**src/rtl/bus_round_robin_arbiter_if.sv**
```systemverilog
// Bus arbitration interface: request/finish inputs from the masters and the
// slave, grant and per-master strobes back to the bus fabric.
interface bus_round_robin_arbiter_if;
  logic [3:0] master_read_request;
  logic [3:0] master_write_request;
  logic       slave_request_finish;
  logic [3:0] grant;
  logic [1:0] grant_id;
  logic       grant_valid;
  logic [3:0] master_request_finish;
  logic [3:0] master_error;
  logic       bus_timeout;

  // Requester / fabric side
  modport master (
    output master_read_request,
    output master_write_request,
    output slave_request_finish,
    input  grant,
    input  grant_id,
    input  grant_valid,
    input  master_request_finish,
    input  master_error,
    input  bus_timeout
  );

  // Arbiter side
  modport slave (
    input  master_read_request,
    input  master_write_request,
    input  slave_request_finish,
    output grant,
    output grant_id,
    output grant_valid,
    output master_request_finish,
    output master_error,
    output bus_timeout
  );
endinterface

```
**src/rtl/bus_round_robin_arbiter.sv**
```systemverilog
// Round-robin bus arbiter: holds a one-hot grant for a whole transaction,
// releases for one cycle after finish/abandon/timeout, then re-arbitrates
// starting after the last served master.
module bus_round_robin_arbiter #(
  parameter int unsigned NUM_MASTERS    = 4,
  parameter int unsigned TIMEOUT_CYCLES = 1023
) (
  input  logic                     clk,
  input  logic                     rst,
  bus_round_robin_arbiter_if.slave bus
);

  typedef enum logic [1:0] {StIdle, StBusy, StRelease} state_e;

  // Last BUSY cycle before abort; wraps harmlessly when the watchdog is off.
  localparam logic [15:0] WdogLast = 16'(TIMEOUT_CYCLES - 1);
  localparam bit          WdogEn   = (TIMEOUT_CYCLES != 0);
  localparam logic [NUM_MASTERS-1:0] OneHot0 = {{(NUM_MASTERS-1){1'b0}}, 1'b1};

  state_e                 state_q, state_d;
  logic [NUM_MASTERS-1:0] grant_q, grant_d;
  logic [1:0]             grant_id_q, grant_id_d;
  logic [1:0]             last_id_q, last_id_d;
  logic [15:0]            wdog_q, wdog_d;

  logic [NUM_MASTERS-1:0] req;
  logic                   pick_found;
  logic [1:0]             pick_id;
  logic [1:0]             cand;
  logic                   busy;
  logic                   finish_hit;
  logic                   abandon_hit;
  logic                   timeout_hit;

  assign req = bus.master_read_request | bus.master_write_request;

  // Rotating search: first requester after last_id, wrapping around.
  always_comb begin
    pick_found = 1'b0;
    pick_id    = last_id_q;
    cand       = '0;
    for (int k = 1; k <= 4; k++) begin
      cand = last_id_q + 2'(k);
      if (!pick_found && req[cand]) begin
        pick_found = 1'b1;
        pick_id    = cand;
      end
    end
  end

  // Termination events in BUSY, priority finish > abandon > timeout.
  always_comb begin
    busy        = (state_q == StBusy);
    finish_hit  = busy && bus.slave_request_finish;
    abandon_hit = busy && !bus.slave_request_finish && !req[grant_id_q];
    timeout_hit = busy && !bus.slave_request_finish && req[grant_id_q] &&
                  WdogEn && (wdog_q == WdogLast);
  end

  // Next-state logic for the arbitration FSM and its registered grant.
  always_comb begin
    state_d    = state_q;
    grant_d    = grant_q;
    grant_id_d = grant_id_q;
    last_id_d  = last_id_q;
    wdog_d     = wdog_q;
    unique case (state_q)
      StIdle: begin
        if (pick_found) begin
          state_d    = StBusy;
          grant_d    = OneHot0 << pick_id;
          grant_id_d = pick_id;
          last_id_d  = pick_id;
          wdog_d     = '0;
        end
      end
      StBusy: begin
        if (finish_hit || abandon_hit || timeout_hit) begin
          state_d = StRelease;
          grant_d = '0;
        end else if (wdog_q != 16'hFFFF) begin
          wdog_d = wdog_q + 16'd1;
        end
      end
      StRelease: begin
        state_d = StIdle;
      end
      default: begin
        state_d = StIdle;
        grant_d = '0;
      end
    endcase
  end

  // State registers; reset drops the grant immediately.
  always_ff @(posedge clk or posedge rst) begin
    if (rst) begin
      state_q    <= StIdle;
      grant_q    <= '0;
      grant_id_q <= 2'd0;
      last_id_q  <= 2'd3;
      wdog_q     <= '0;
    end else begin
      state_q    <= state_d;
      grant_q    <= grant_d;
      grant_id_q <= grant_id_d;
      last_id_q  <= last_id_d;
      wdog_q     <= wdog_d;
    end
  end

  assign bus.grant                 = grant_q;
  assign bus.grant_id              = grant_id_q;
  assign bus.grant_valid           = busy;
  assign bus.master_request_finish = grant_q & {NUM_MASTERS{finish_hit}};
  assign bus.master_error          = grant_q & {NUM_MASTERS{timeout_hit}};
  assign bus.bus_timeout           = timeout_hit;

endmodule

```
**src/flat_wrapper.sv**
```systemverilog
// flat-port wrapper written by rule: the top's interface ports become plain ports
module bus_round_robin_arbiter_flat 
#(
  parameter int unsigned NUM_MASTERS    = 4,
  parameter int unsigned TIMEOUT_CYCLES = 1023
)
  (clk, rst, bus_master_read_request, bus_master_write_request, bus_slave_request_finish, bus_grant, bus_grant_id, bus_grant_valid, bus_master_request_finish, bus_master_error, bus_bus_timeout);
  bus_round_robin_arbiter_if bus_i ();
  input  logic clk;
  input  logic rst;
  input wire logic [$bits(bus_i.master_read_request)-1:0] bus_master_read_request;
  input wire logic [$bits(bus_i.master_write_request)-1:0] bus_master_write_request;
  input wire logic [$bits(bus_i.slave_request_finish)-1:0] bus_slave_request_finish;
  output wire logic [$bits(bus_i.grant)-1:0] bus_grant;
  output wire logic [$bits(bus_i.grant_id)-1:0] bus_grant_id;
  output wire logic [$bits(bus_i.grant_valid)-1:0] bus_grant_valid;
  output wire logic [$bits(bus_i.master_request_finish)-1:0] bus_master_request_finish;
  output wire logic [$bits(bus_i.master_error)-1:0] bus_master_error;
  output wire logic [$bits(bus_i.bus_timeout)-1:0] bus_bus_timeout;
  assign bus_i.master_read_request = bus_master_read_request;
  assign bus_i.master_write_request = bus_master_write_request;
  assign bus_i.slave_request_finish = bus_slave_request_finish;
  assign bus_grant = bus_i.grant;
  assign bus_grant_id = bus_i.grant_id;
  assign bus_grant_valid = bus_i.grant_valid;
  assign bus_master_request_finish = bus_i.master_request_finish;
  assign bus_master_error = bus_i.master_error;
  assign bus_bus_timeout = bus_i.bus_timeout;
  bus_round_robin_arbiter #(.NUM_MASTERS(NUM_MASTERS), .TIMEOUT_CYCLES(TIMEOUT_CYCLES)) u_core (.clk(clk), .rst(rst), .bus(bus_i));
endmodule
```
**config.mk**
```make
export PLATFORM = sky130hd
export DESIGN_NAME = bus_round_robin_arbiter_flat
export DESIGN_NICKNAME = d
export VERILOG_FILES = /design/src/rtl/bus_round_robin_arbiter_if.sv /design/src/rtl/bus_round_robin_arbiter.sv /design/src/flat_wrapper.sv
export SDC_FILE = /design/constraint.sdc
export NUM_CORES = 1
export LEC_CHECK = 0
export ABC_AREA = 1
export BUFFER_PORTS_ARGS = -buffer_cell sky130_fd_sc_hd__buf_4
export CELL_PAD_IN_SITES_DETAIL_PLACEMENT = 1
export CELL_PAD_IN_SITES_GLOBAL_PLACEMENT = 1
export CORE_ASPECT_RATIO = 1.2
export CORE_MARGIN = 2
export CORE_UTILIZATION = 36
export DETAILED_ROUTE_END_ITERATION = 10
export GPL_ROUTABILITY_DRIVEN = 0
export PLACE_DENSITY = 0.83
export SYNTH_ARGS = -nofsm -noshare
export SYNTH_HDL_FRONTEND = slang
export SYNTH_SLANG_ARGS = --single-unit
```
**constraint.sdc**
```tcl
create_clock -name clk -period 1.7 [get_ports clk]
set_clock_uncertainty 0.2 [all_clocks]
set_input_delay 0 -clock clk [delete_from_list [all_inputs] [get_ports clk]]
set_output_delay 0 -clock clk [all_outputs]
set_load 0.1 [all_outputs]
```
==> results.ini <==
[clock_network]
insertion_delay_ns = 0.30
clkSinkCount = 26
cts_tree = built
cts_max_level = 1
clk_pin_slew_ns = 0.12
cts_buffer_depth = 2
cts_root_buffer = clkbuf_8
numCtsBuffers = 3

[floorplan]
start_util_pct = 37.0
die_height_um = 84.6
rows = 29
io_pins = 27
core_area_um2 = 5260
die_x_um = 71.1
dieArea_um2 = 6010

[setup_path]
required_ns = 1.70
rrSetupSlack_ns = -0.67
cp_cell_sequence = nand2_1, inv_1, nand2_1, nor2_2, inv_1, nor2_4, nand2_8, buf_6, nand3_4, buf_6, nand3_2, o21ai_1
cp_max_fo = 6
cp-start-kind = register
cp_slowest_cell = dfrtp_1
r2r_cells = 12
worst_setup_path_end_kind = register
arrival_ns = 2.37
path_class = reg2reg
critPathMaxStageDelay_ns = 0.40
r2r-start = u_core.wdog_q[6]$_DFFE_PP0P_
r2r_end = u_core.wdog_q[0]$_DFFE_PP0P_

[synth]
yosysWarnings = 0
synth_area_um2 = 1950
yosysUniqueCellTypes = 27
syn-instance-count = 304
synth_seq_cells = 26
ys_seq_area_share_pct = 33.5
avgSynthCellArea_um2 = 6.40
synth_nets = 317

[pwr]
peakVddDrop_uv = 959
p_leak_nw = 1.79
power_frac_seq_pct = 14.3
switching_share_pct = 56.1
p_total_mw = 6.76
p_comb_share_pct = 79.0
powerDensity_nw_per_um2 = 1790
p_clk_share_pct = 6.7
power.switching_mw = 3.79
internal_power_mw = 2.96

[sta]
tightestPinTransition_ns = 0.696
period_needed_ns = 2.37
max_freq_mhz = 423
fin_ws_ns = -0.666
rsz0062_at_grt = yes
final-max-slew-violation-count = 0
timing.hold.ws_ns = 0.0694
fin_crit_sh_pct = 139
setup_viol = 36
slew_headroom_pct = 53.4
hold_viol = 0

[route]
drc = 0
wl_um = 13300
wl_met2_um = 6540
highest_layer = met5
drt-vias-per-instance = 6.10
wl_met1_um = 4920
first_pass_iters = 5
drtIter0Drc = 245
wl_met3_um = 762
wl_per_cell_um = 28.4
ant_nets = 0
via_count = 2856

[grt]
antenna_found_initial = 1
grt_pass1_vias = 2828
grt_max_degree = 17
grt_pass1_wl_um = 15000
grt_usage_pct = 32.7
grt-ovfl-total = 0

[cells_and_area]
diodes = 0
num-fill-cells = 564
drive_gt1_share_pct = 57.6
multi_input_area_um2 = 1790
seqCellArea_um2 = 666
area_growth_syn_to_layout_pct = 94.3
layout.nets = 420

[placed_design]
numPortBuffers = 26
hpwl_um = 5310

[run_status]
status = complete, but fails checks
violations = negative setup slack

[hold_path]
hp-class = in2async

[job]
max_cap_viol_count = 0

-- cell usage in the layout, fill, tap and decap left out, drive strengths merged, types with 3 or more instances in the layout --
cell and n:
nor2 45, xor2 9, nand3b 3, nand4 7
nor3 6, dfrtp 24, nand2 118, buf 101
nand3 37, xnor2 3, inv 34, a21oi 3
clkbuf 4
-- power by group through the flow --
stage	Sequential [mW]	Clock, mW	Combinational [mW]
6_report	0.963	0.453	5.34
4_1_cts	0.891	0.424	3.78
3_3_place_gp	0.909	0	2.73
3_5_place_dp	0.921	0	2.85
2_1_floorplan	1.22	0	1.67
5_1_grt	0.962	0.467	5.47
-- synth_stat cells (all sizes together) --
master	count	area, um^2
nand3b	3	22.5
ha	2	25.0
nor2	45	176
xor2	9	78.8
nand4	7	43.8
and3	1	6.26
inv	35	131
o21ai	2	10.0
xnor2	3	26.3
clkbuf	1	3.75
dfstp	2	52.6
buf	6	50.0
nor3	6	30.0
nand3	37	203
or2	1	6.26
nor3b	1	7.51
dfrtp	24	601
nand2	116	458
a21oi	3	15.0
-- repair_timing --
| action | 4_1_cts | 5_1_grt |
|---|---|---|
| setup buffers | 11 | 10 |
| endpoints found under the hold margin | 28 | 0 |
| pin swaps | 33 | 34 |
| setup endpoints to repair | 35 | 35 |
| gates cloned | 2 | 0 |
| hold buffers | 2 | 0 |
| gates resized for setup | 92 | 93 |
-- how the worst max path moves through the flow --
stage / slack (ns) / depth (start not counted) / start / to
after floorplan: -0.18 / 11 / u_core.bus.grant_id[0]$_DFFE_PP0P_ / u_core.wdog_q[10]$_DFFE_PP0P_
after global placement: -0.21 / 9 / u_core.state_q[1]$_DFFE_PP0P_ / u_core.wdog_q[3]$_DFFE_PP0P_
after detailed placement: -0.35 / 11 / u_core.last_id_q[0]$_DFFE_PP1P_ / u_core.wdog_q[15]$_DFFE_PP0P_
after CTS: -0.41 / 10 / u_core.wdog_q[0]$_DFFE_PP0P_ / bus_master_error[3]
after global routing: -0.69 / 12 / u_core.wdog_q[6]$_DFFE_PP0P_ / u_core.wdog_q[0]$_DFFE_PP0P_
final: -0.67 / 12 / u_core.wdog_q[6]$_DFFE_PP0P_ / u_core.wdog_q[0]$_DFFE_PP0P_
-- worst max-delay path, delay by kind of cell (launching register included) --
kind / cells / cell delay [ns]
buffers and inverters: 4 / 0.60
flip-flops: 1 / 0.40
AO/OA/AOI/OAI: 1 / 0.12
AND/OR/NAND/NOR: 7 / 0.93
-- logic make-up after synthesis --
| kind of cell | share of synthesized area, % |
|---|---|
| and+or+nand+nor | 49.0 |
| buffers and inverters | 9.51 |
| DFF | 33.5 |
| xor gates and xnor gates | 5.40 |
| AOI/OAI and AO/OA | 1.29 |
| adders and majority gates | 1.29 |
-- sequential cells by signal (all words and copies together) (netlist names) --
register             count
u_core.wdog_q           16
u_core.state_q           2
u_core.bus.grant_id      2
u_core.last_id_q         2
u_core.bus.grant         4
-- per-stage QoR --
step	worst slack, ns	utilization, %	cells	TNS [ns]	instance area [um^2]
after global placement	-0.214	52.2	439	-5.82	2750
after floorplan	-0.180	-	304	-3.15	2120
after CTS	-0.412	62.7	458	-10.13	3300
after global routing	-0.694	71.9	468	-19.17	3780
final	-0.666	71.9	468	-18.01	3780
after detailed placement	-0.354	52.2	439	-8.92	2750
-- metal layers --
metal | track usage (%) | vias up
met5 | 0 | -
met4 | 17.5 | 2
met3 | 3.60 | 93
met2 | 60.2 | 197
met1 | 36.1 | 1405
li1 | - | 1159
-- cell type report --
class                           instances  share of cell area, %
Inverter                               35                   4.53
Multi-Input combinational cell        238                   47.2
Tap cell                               62                   2.05
Sequential cell                        26                   17.6
Timing Repair Buffer                  103                   27.2
Clock buffer                            4                   1.46
Note: power is estimated with default switching activity, not from simulation.
